[src/rtl/cordic_vect_post.sv]
// Output stage of the vectoring CORDIC: tracks sample tags alongside the core,
// fixes up the angle for half-plane pre-rotation, removes CORDIC gain, and buffers results.
module cordic_vect_post #(
    parameter int N      = 16,
    parameter int LAT    = 16,
    parameter int DEPTH  = 32,
    parameter int K_GAIN = 19899
) (
    input  logic                clk,
    input  logic                rst,
    input  logic                s_valid,
    output logic                s_ready,
    input  logic                s_flip,
    input  logic signed [N-1:0] c_x,
    input  logic signed [N-1:0] c_ang,
    output logic                m_valid,
    input  logic                m_ready,
    output logic [N-1:0]        m_mag,
    output logic signed [N-1:0] m_ang,
    output logic                err_ovf
);

    localparam int PW = $clog2(DEPTH);
    localparam int UW = $clog2(DEPTH + 1);
    localparam logic [UW-1:0]         USED_MAX  = UW'(DEPTH);
    localparam logic signed [2*N-1:0] K_EXT     = (2*N)'(K_GAIN);
    localparam logic signed [2*N-1:0] MAG_MAX   = (2*N)'((2**(N-1)) - 1);
    localparam logic signed [N-1:0]   HALF_TURN = N'(18000);
    localparam logic [PW:0]           OCC_FULL  = {1'b1, {PW{1'b0}}};

    logic                accept;
    logic                pop;
    logic                full;
    logic                do_write;
    logic [LAT-1:0]      tag_valid;
    logic [LAT-1:0]      tag_flip;
    logic signed [2*N-1:0] prod;
    logic signed [2*N-1:0] prod_sh;
    logic [N-1:0]        mag_next;
    logic signed [N-1:0] ang_next;
    logic                p_valid;
    logic [N-1:0]        p_mag;
    logic [N-1:0]        p_ang;
    logic [2*N-1:0]      mem [DEPTH];
    logic [PW:0]         wr_ptr;
    logic [PW:0]         rd_ptr;
    logic [PW:0]         occupancy;
    logic [UW-1:0]       used;

    assign accept  = s_valid & s_ready;
    assign s_ready = rst & (used < USED_MAX);

    // Tags ride a free-running shift register that mirrors the non-stallable core.
    always_ff @(posedge clk) begin
        if (!rst) begin
            tag_valid <= '0;
            tag_flip  <= '0;
        end else begin
            tag_valid <= {tag_valid[LAT-2:0], accept};
            tag_flip  <= {tag_flip[LAT-2:0], s_flip};
        end
    end

    always_comb begin
        prod     = $signed({{N{c_x[N-1]}}, c_x}) * K_EXT;
        prod_sh  = prod >>> 15;
        mag_next = '0;
        if (c_x[N-1])
            mag_next = '0;
        else if (prod_sh > MAG_MAX)
            mag_next = MAG_MAX[N-1:0];
        else
            mag_next = prod_sh[N-1:0];
    end

    // N-bit modular add equals the N+1-bit sum truncated to N bits.
    always_comb begin
        ang_next = c_ang;
        if (tag_flip[LAT-1]) begin
            if (c_ang <= 0)
                ang_next = c_ang + HALF_TURN;
            else
                ang_next = c_ang - HALF_TURN;
        end
    end

    always_ff @(posedge clk) begin
        if (!rst) begin
            p_valid <= 1'b0;
            p_mag   <= '0;
            p_ang   <= '0;
        end else begin
            p_valid <= tag_valid[LAT-1];
            if (tag_valid[LAT-1]) begin
                p_mag <= mag_next;
                p_ang <= ang_next;
            end
        end
    end

    assign occupancy = wr_ptr - rd_ptr;
    assign full      = (occupancy == OCC_FULL);
    assign m_valid   = (occupancy != '0);
    assign pop       = m_valid & m_ready;
    assign do_write  = p_valid & (~full | pop);
    assign m_mag     = m_valid ? mem[rd_ptr[PW-1:0]][2*N-1:N] : '0;
    assign m_ang     = m_valid ? $signed(mem[rd_ptr[PW-1:0]][N-1:0]) : '0;

    always_ff @(posedge clk) begin
        if (do_write)
            mem[wr_ptr[PW-1:0]] <= {p_mag, p_ang};
    end

    always_ff @(posedge clk) begin
        if (!rst) begin
            wr_ptr  <= '0;
            rd_ptr  <= '0;
            err_ovf <= 1'b0;
        end else begin
            if (do_write)
                wr_ptr <= wr_ptr + (PW+1)'(1);
            if (pop)
                rd_ptr <= rd_ptr + (PW+1)'(1);
            if (p_valid & full & ~pop)
                err_ovf <= 1'b1;
        end
    end

    // Credits cover both in-flight core samples and stored results.
    always_ff @(posedge clk) begin
        if (!rst) begin
            used <= '0;
        end else begin
            case ({accept, pop})
                2'b10:   used <= used + UW'(1);
                2'b01:   used <= used - UW'(1);
                default: used <= used;
            endcase
        end
    end

endmodule

[config.mk]
export PLATFORM = sky130hd
export DESIGN_NAME = cordic_vect_post
export DESIGN_NICKNAME = d
export VERILOG_FILES = /design/src/rtl/cordic_vect_post.sv
export SDC_FILE = /design/constraint.sdc
export NUM_CORES = 1
export LEC_CHECK = 0
export ABC_AREA = 1
export ABC_CLOCK_PERIOD_IN_PS = 6300
export CORE_ASPECT_RATIO = 1.75
export CORE_UTILIZATION = 58
export CTS_BUF_LIST = sky130_fd_sc_hd__clkbuf_4 sky130_fd_sc_hd__clkbuf_8 sky130_fd_sc_hd__clkbuf_16
export DETAILED_ROUTE_END_ITERATION = 8
export DONT_BUFFER_PORTS = 1
export HOLD_SLACK_MARGIN = 0.15
export PLACE_DENSITY = 0.78
export SLEW_MARGIN = 20
export SYNTH_ARGS = -nofsm -noshare
export SYNTH_HDL_FRONTEND = slang
export SYNTH_SLANG_ARGS = --single-unit
[constraint.sdc]
create_clock -name clk -period 6.3 [get_ports clk]
set_input_delay 1.26 -clock clk [delete_from_list [all_inputs] [get_ports clk]]
set_output_delay 1.26 -clock clk [all_outputs]
set_load 0.02 [all_outputs]
* After elaboration in Yosys (flattened, before gate mapping) *
Memory sizes are Yosys's and may differ from the RTL's. A register that Yosys moved wholly into a read port is not among the register bits.
Index checks and enable logic that the tools add are counted.

storage, ports and cells
  register bits = 84
  RAM bits = 1024
  input bits = 37
  output and inout bits = 35
  logic and storage cells = 46
  memories kept = 1

operators by class
  add/sub/neg operators = 7
  $mul = 1
  order comparisons = 3
  eq/ne operators = 3
  muxes and demuxes = 11
  bitwise operators = 9
  reductions and logical operators = 2

memory list
  memory  depth  bits a word  rd ports  clocked after memory_dff  wr ports  line  text
  mem     32     32           1         1                         1         44    logic [2*N-1:0] mem [DEPTH];

operators with widths
  cell                                                             count
  two-way mux 16 bit                                               6
  multiplier 16 x 16 -> 32 bit, second input constant              1
  adder 6 x 1 -> 6 bit, second input constant                      3
  greater-than comparator 17 x 16 -> 1 bit, second input constant  1
  adder 16 bit, second input constant                              1
  <= comparator 16 x 1 -> 1 bit, second input constant             1
  subtractor 16 bit, second input constant                         1
  case mux 6 bit (2 select lines)                                  1
  two-way mux 5 bit                                                2
  bitwise AND 1 bit                                                6
  == test 6 bit, second input constant                             1
  < comparator 6 bit, second input constant                        1
  nonzero test 6 bit                                               1
  subtractor 6 x 1 -> 6 bit, second input constant                 1
  subtractor 6 bit                                                 1
  == test 2 x 1 -> 1 bit, second input constant                    1
  == test 2 bit, second input constant                             1
  two-way mux 1 bit                                                2
  inverter 1 bit                                                   2
  nonzero test 2 bit                                               1
  bitwise OR 1 bit                                                 1

* Logic depth before layout (Yosys ltp) *
Gate-level depths: netlist of the first run.

  depth in word-level cells = 7
  depth in mapped cells = 34
  depth with buffers taken out = 33

* Worst setup path after synthesis of the first run *
No wires, ideal clock.

  path type = input -> register
  start point = in c_x[6]
  end point = reg p_mag[5]
  library setup time = 0.136 ns
  arrival = 5.928 ns
  required time = 6.164 ns
  path slack = 0.236 ns
  cell stages on the path = 30
  path buffers = 1
  path through = ha_1 -> inv_1 -> fa_1 -> inv_1 -> fa_1 -> inv_1 -> fa_1 -> inv_1 -> fa_1 -> inv_1 -> fa_1 -> inv_1 -> ha_1 -> nand2_1 -> nor2_1 -> and2_1 -> nand2_1 -> nand2_1 -> nand2_1 -> nand2_1 -> nand3_1 -> nor2_1 -> nand3_1 -> nor2_1 -> nor2_2 -> nand2_4 -> buf_6 -> nand2_2 -> nand2_2 -> a21oi_2

on the way
  word-level cells in the longest chain between the ends = 4

ends and longest elaborated chain
  item                                      line  text
  start, declared                           14    input logic signed [N-1:0] c_x,
  multiplier 16 x 16 -> 32 bit *            65    prod = $signed({{N{c_x[N-1]}}, c_x}) * K_EXT;
  greater-than comparator 17 x 16 -> 1 bit  70    else if (prod_sh > MAG_MAX)
  two-way mux 16 bit *                      70
  two-way mux 16 bit *                      68    if (c_x[N-1])
  end signal, assigned                      95    p_mag <= mag_next;
  end, declared                             42    logic [N-1:0] p_mag;

Mark *: on every way between the ends. The rest lies on a longest branch, timed or not.
A chain may end at the register's enable or synchronous reset.

* Worst setup path in the final report of the first run *
  start point = in c_x[7]
  end point = reg p_mag[3]

The elaborated chain is that of the path after synthesis.

==> results of run 1 <==
-- sequential cells by signal (all words and copies together), names as in the netlist, 6 cells and up, named ones only --
register and count:
p_ang 16, mem 1024, p_mag 16, rd_ptr 6
wr_ptr 6, tag_flip 16, tag_valid 16, used 6
-- layer usage --
metal / share of wire, % / GRT usage [%]
met5: 0.0057 / 0
met2: 51 / 54.9
met1: 32 / 34.6
met4: 7.6 / 22.5
met3: 9.7 / 5.93
-- worst max path at each step --
stage	startpoint	end	slack [ns]	cells past startpoint
finish	c_x[7]	p_mag[3]$_SDFFE_PN0P_	0.41	27
detailed placement	c_x[8]	p_mag[0]$_SDFFE_PN0P_	-0.23	28
CTS	c_x[8]	p_mag[3]$_SDFFE_PN0P_	0.46	28
floorplan	c_x[6]	p_mag[5]$_SDFFE_PN0P_	0.24	30
global route	c_x[8]	p_mag[2]$_SDFFE_PN0P_	0.1	28
global placement	c_x[7]	p_mag[0]$_SDFFE_PN0P_	-0.20	30
-- final cells by class --
class	count	area (sq um)
diodes	1	2.50
well taps	1160	1450
repair buffers	162	1460
multi-input cells	2565	16100
clock inverters	51	442
inverters	417	1590
flip-flops and latches	1113	32600
fillers	6220	30500
clock buffers	122	2680
-- Yosys cell counts, types with 10 or more instances --
cell type  number  share of area [%]
nand2_2        25               0.31
o311ai_0       39               0.67
clkbuf_1      179                1.3
a32oi_1        37               0.64
inv_2          10              0.074
a22oi_1        64               0.94
buf_1          29               0.21
nand3_1        68               0.67
fa_1          122                4.8
inv_1         405                3.0
a21oi_1       535                5.3
a21oi_2        10               0.17
nor2_2         11               0.14
xor2_1         15               0.26
o31ai_1        24               0.35
o21ai_0        36               0.35
dfxtp_1        89                3.5
buf_2          29               0.29
a32o_1         23               0.45
ha_1          150                3.7
a221oi_1       89                1.5
a211oi_1       61               0.90
nor2_1        133               0.98
nand2_1      1030                7.6
o21a_1         20               0.30
edfxtp_1     1024                 60
-- kinds of logic after synthesis --
group	after synthesis	share of synthesized area (%)
DFF	1113	64.0
buffers and inverters	657	4.96
adders and majority gates	272	8.49
AOI/OAI and AO/OA	961	12.0
xor gates and xnor gates	22	0.379
and+or+nand+nor	1310	10.3
-- worst max-delay path: cells and delay by family --
family / cells / cell delay (ns)
adder cells (fa/ha/maj): 7 / 3.06
buffers and inverters: 5 / 0.30
AO/OA/AOI/OAI: 1 / 0.06
AND/OR/NAND/NOR: 14 / 1.75
-- stage by stage --
stage / util (%) / instance area, sq um / TNS, ns
6_report: 64.8 / 56200 / 0
4_1_cts: 64.7 / 56200 / 0
5_1_grt: 64.8 / 56200 / 0
3_5_place_dp: 61.1 / 53100 / -3.09
3_3_place_gp: 61.0 / 53000 / -2.60
2_1_floorplan: - / 50900 / 0
-- power by group through the flow --
stage                     Sequential (mW)  Combinational, mW  Clock [mW]
after global routing                 7.99               11.2        6.15
after detailed placement             8.15               10.0           0
after global placement               8.15               9.92           0
after floorplan                      8.12               6.32           0
final                                7.99               10.1        5.88
after CTS                            7.99               10.0        5.90
==> summary.txt, run 1 <==
Logic synthesis
  – Distinct cells, synth: 49
  – Most used DFF post-synth: edfxtp_1
  – Post-Syn Area: around 51000 sq um
  – Number of synthesized flops with an enable pin: 1024
  – #FFs+latches synth: roughly 1.1k
  – Seq/Total Area, Yosys: 64.0%
  – Synth Net Count: 4644
  – Async set-reset flop share out of synthesis: 0%
  – Syn_area_per_cell: about 12 sq um
  – Ys Warns: 0
  – Cells after synthesis: 4335

Power and ir drop
  – Sequential power share: 33.4%
  – Pint: 15.2 mW
  – Switch share: 36.6%
  – Combinational power share: 42.0%
  – Max VDD drop: 459 uV
  – Final Power: around 24 mW
  – Clock share of power: roughly a quarter
  – Pwr Density: 426 nW/um^2
  – Leakage power: 21.4 nW
  – NetSw: 8.76 mW

Global routing
  – Vias in the first global route: 35.0k
  – First-pass GRT wire length: 207000 um
  – Initial antenna violation count: 3
  – GR Util All Layers: 31.7%
  – Total grt overflow: 0
  – Largest net degree at the start of global routing: 149

Die
  – CORE AREA: about 87000 sq um
  – # IOs: a little over 70
  – Chip height: 394 um
  – Chip width: 226 um
  – Initial core utilization: 58.6%
  – Standard-cell row count: 143
  – Full die area: 88900 sq um

Detailed routing
  – DRC Markers: 0
  – Via count: 34.6k
  – Final ANT Viol Nets: 0
  – Iteration-0 DRC Markers: 4389
  – Routed length per instance: 24.9 um
  – First-pass DRT Iterations: 7
  – Final wirelength: ~140000 um
  – Vias per inst: 6.19

Placed design
  – Routability-driven placement congestion ratio: 1.03
  – Port Buffers: 0
  – Dpl ws: -0.226 ns
  – Post-placement cell count: roughly 5.4k
  – Hpwl dp: 84100 um

Critical path
  – Slowest stage cell, crit path: fa_1
  – Reg2Reg Depth: 15
  – CP required: roughly 6.8 ns
  – Setup slack, reg-to-reg: between 2 and 2.5 ns
  – CP Class: in2reg
  – Crit. End Element: register
  – Data arrival, critical path: 6.42 ns
  – Critical path peak fanout: 15
  – Largest stage delay on the critical path: 0.53 ns
  – CP Launch Type: input pin
  – Crit Reg-Reg Startpoint: wr_ptr[0]$_SDFFE_PN0P_
  – R2r endpoint: mem[23][27]$_DFFE_PP_

Layout
  – Most common cell after layout, fill and taps aside: nand2_1
  – Final Non-Filler Cells: approximately 5.6k
  – Most frequent cells in the layout: 1030 x nand2_1, 1024 x edfxtp_1, 535 x a21oi_1
  – Area growth syn-to-layout: 10.6%
  – Final #Nets: between 4k and 5k
  – Layout cells sized above 1: 10.2%

Clocking
  – Clk pin slew, worst setup/hold paths: 0.06 ns
  – Worst skew pair latency: a little under 0.7 ns
  – Post-CTS Resized: 0
  – Post-CTS Hold Fix Bufs: 0
  – Number of H-tree levels: 3
  – Clock tree buffer depth: 3
  – CTS root buffer: clkbuf_16
  – Number of buffers created by CTS: 94
  – CTS Sinks: 1113
  – Setup Fix Bufs, Post-CTS: 0
  – CTS tree: yes

Status
  – Status: finished, final reports clean

Min path
  – Hold Startpoint: tag_flip[3]$_SDFF_PN0_
  – Hold-critical path endpoint: tag_flip[4]$_SDFF_PN0_
  – Hold Path Stages: 2
  – Worst hold path class: reg2reg

STA
  – Clock skew: about 0.034 ns
  – Min cycle time layout: 5.89 ns
  – Max-slew headroom: 17.1%
  – Final hold violation count: 0
  – Setup violators final: 0
  – Worst setup margin: 0.407 ns
  – RSZ-0062 raised after global routing: no
  – Fmax: 170 MHz
  – Fin. max-slew vios: 0
  – Worst hold slack: roughly 0.4 ns
  – Period utilization: 93.5%
  – Worst Max-Slew Pin Slew: 1.24 ns

Flow run
  – Max-cap viol count: 0
No activity file was read; power rests on OpenSTA's default activity.
==> run 2: changes to the inputs <==
--- a/config.mk
+++ b/config.mk
@@ -14,7 +14,6 @@
 export DONT_BUFFER_PORTS = 1
 export HOLD_SLACK_MARGIN = 0.15
 export PLACE_DENSITY = 0.78
-export SLEW_MARGIN = 20
 export SYNTH_ARGS = -nofsm -noshare
 export SYNTH_HDL_FRONTEND = slang
 export SYNTH_SLANG_ARGS = --single-unit
==> summary.txt, run 2 (synthesis results as in run 1) <==
Placed design
  – Port Buffers: 0 (unchanged)
  – Hpwl dp: 83600 um (was 84100 um)
  – Post-placement cell count: 5411 (was 5415)
  – Routability-driven placement congestion ratio: 1.03 (unchanged)
  – Placed instance area: 53000 sq um (was 53100 sq um)

Layout
  – Final Non-Filler Cells: 5588 (was 5591)
  – Register area: 32500 sq um (was 32600 sq um)
  – Final #Nets: 4656 (was 4662)
  – Area growth syn-to-layout: 10.4% (was 10.6%)
  – Footprint of the multi-input gates: 16100 sq um (about the same)
  – Max reg flops: 1024 (unchanged)
  – Most frequent cells in the layout: 1030 x nand2_1, 1024 x edfxtp_1, 535 x a21oi_1 (unchanged)
  – FILL cells: 6250 (was 6220)
  – Most common cell after layout, fill and taps aside: nand2_1 (unchanged)
  – Final core occ: 64.7% (was 64.8%)
  – Final instance area: 56200 sq um (about the same)
  – Layout cells sized above 1: 9.69% (was 10.2%)

Clocking
  – Setup Fix Bufs, Post-CTS: 0 (unchanged)
  – CTS Sinks: 1113 (unchanged)
  – Number of H-tree levels: 3 (unchanged)
  – Worst skew pair latency: 0.70 ns (was 0.69 ns)
  – CTS tree: yes (unchanged)
  – Clock tree buffer depth: 3 (unchanged)
  – Number of buffers created by CTS: 94 (unchanged)
  – Post-CTS Resized: 0 (unchanged)
  – CTS root buffer: clkbuf_16 (unchanged)
  – Post-CTS Hold Fix Bufs: 0 (unchanged)
  – Clk pin slew, worst setup/hold paths: 0.06 ns (about the same)

Global routing
  – First-pass GRT wire length: 208000 um (was 207000 um)
  – Initial antenna violation count: 2 (was 3)
  – GR Util All Layers: 31.9% (was 31.7%)
  – Met3 usage: 6.51% (was 5.93%)
  – Largest net degree at the start of global routing: 149 (unchanged)
  – Met2 Usage GRT: 55.0% (was 54.9%)
  – Vias in the first global route: 35.1k (was 35.0k)
  – Met1 Use GR: 34.6% (about the same)
  – Busiest grt layer: met2 (unchanged)
  – Total grt overflow: 0 (unchanged)

Min path
  – Worst hold path class: reg2reg (unchanged)
  – Hold Startpoint: tag_valid[3]$_SDFF_PN0_ (was tag_flip[3]$_SDFF_PN0_)

Critical path
  – Worst Setup SP: c_x[10] (was c_x[7])
  – Most frequent CP cell: nand2_1
  – CP Class: in2reg (unchanged)
  – Largest stage delay on the critical path: 0.54 ns (was 0.53 ns)
  – Crit. End Element: register (unchanged)
  – Critical path peak fanout: 15 (unchanged)
  – Crit Reg-Reg Startpoint: rd_ptr[1]$_SDFFE_PN0P_ (was wr_ptr[0]$_SDFFE_PN0P_)
  – Data arrival, critical path: 6.45 ns (was 6.42 ns)
  – Slowest stage cell, crit path: fa_1 (unchanged)
  – CP Launch Type: input pin (unchanged)
  – CP required: 6.84 ns (was 6.82 ns)
  – Setup slack, reg-to-reg: 2.07 ns (was 2.02 ns)

STA
  – Fin. max-slew vios: 0 (unchanged)
  – Final hold violation count: 0 (unchanged)
  – Clock skew: 0.0255 ns (was 0.0338 ns)
  – Min cycle time layout: 5.91 ns (was 5.89 ns)
  – Worst Max-Slew Pin Slew: 1.32 ns (was 1.24 ns)
  – Period utilization: 93.8% (was 93.5%)
  – RSZ-0062 raised after global routing: no (unchanged)
  – Setup violators final: 0 (unchanged)
  – Worst hold slack: 0.413 ns (was 0.409 ns)
  – Max-slew headroom: 12.0% (was 17.1%)
  – Fmax: 169 MHz (was 170 MHz)
  – Final setup TNS: 0 ns (unchanged)

Detailed routing
  – Vias per inst: 6.21 (was 6.19)
  – First-pass DRT Iterations: 6 (was 7)
  – Final wirelength: 140000 um (was 139000 um)
  – DRC Markers: 0 (unchanged)
  – Iteration-0 DRC Markers: 4313 (was 4389)
  – Final ANT Viol Nets: 0 (unchanged)
  – Via count: 34.7k (was 34.6k)
  – Routed length per instance: 25.0 um (was 24.9 um)

Power and ir drop
  – Pwr Density: 429 nW/um^2 (was 426 nW/um^2)
  – Leakage power: 21.4 nW (about the same)
  – Max VDD drop: 483 uV (was 459 uV)

Flow run
  – Max-cap viol count: 0 (unchanged)

Die
  – # IOs: 72 (unchanged)
  – Full die area: 88900 sq um (unchanged)
  – Chip height: 394 um (unchanged)
  – Standard-cell row count: 143 (unchanged)
  – CORE AREA: 86800 sq um (unchanged)
  – Chip width: 226 um (unchanged)
  – Initial core utilization: 58.6% (unchanged)

Status
  – Status: finished, final reports clean (unchanged)
## run 2: cell types whose count changed in the layout (fill, tap and decap cells not counted), moves of 4 or more
cell        delta
clkinv_1       +7
clkinv_2      -14
clkbuf_8       -4
clkbuf_4      +11
dfxtp_2       -16
dfxtp_1       +16
clkinvlp_4     +4
## run 2: where the power goes
part	leakage [nW]	switching [mW]	internal (mW)	total, mW
clock	1.57	2.64	3.34	5.98
combinational	10.1	6.13	3.96	10.1
sequential	9.67	0.0400	7.95	7.99
## run 2: layer usage
metal | share of wire (%) | wire, um | vias up
li1 | - | - | 15326
met1 | 32 | 45100 | 16867
met2 | 51 | 71000 | 2001
met3 | 9.2 | 12900 | 527
met4 | 7.8 | 10900 | 4
met5 | 0.016 | 23 | -
## run 2: worst paths after layout
check,end,cells past startpoint
worst min register to register,tag_valid[4]$_SDFF_PN0_,2
worst min-delay path,tag_valid[4]$_SDFF_PN0_,2
worst max-delay path,p_mag[0]$_SDFFE_PN0P_,31
worst max register to register,mem[26][17]$_DFFE_PP_,16
## run 2: worst max-delay path: cells and delay by family
family / cells / cell delay, ns
and+or+nand+nor: 16 / 1.69
buffers and inverters: 7 / 0.37
adders and majority gates: 7 / 3.06
AOI/OAI and AO/OA: 1 / 0.06
## run 2: final cells by class
class	instances	share of cell area [%]
diodes	1	0.00446
clock buffers	126	4.69
clock inverters	50	0.974
inverters	417	2.82
multi-input cells	2565	28.6
flip-flops and latches	1113	58.0
well taps	1160	2.58
repair buffers	156	2.38
## run 2: per-stage QoR
step | worst slack [ns] | power, mW
3_5_place_dp | -0.234 | 18.2
2_1_floorplan | 0.236 | 14.4
6_report | 0.388 | 24.1
4_1_cts | 0.455 | 24.0
5_1_grt | 0.0343 | 25.5
3_3_place_gp | -0.196 | 18.1
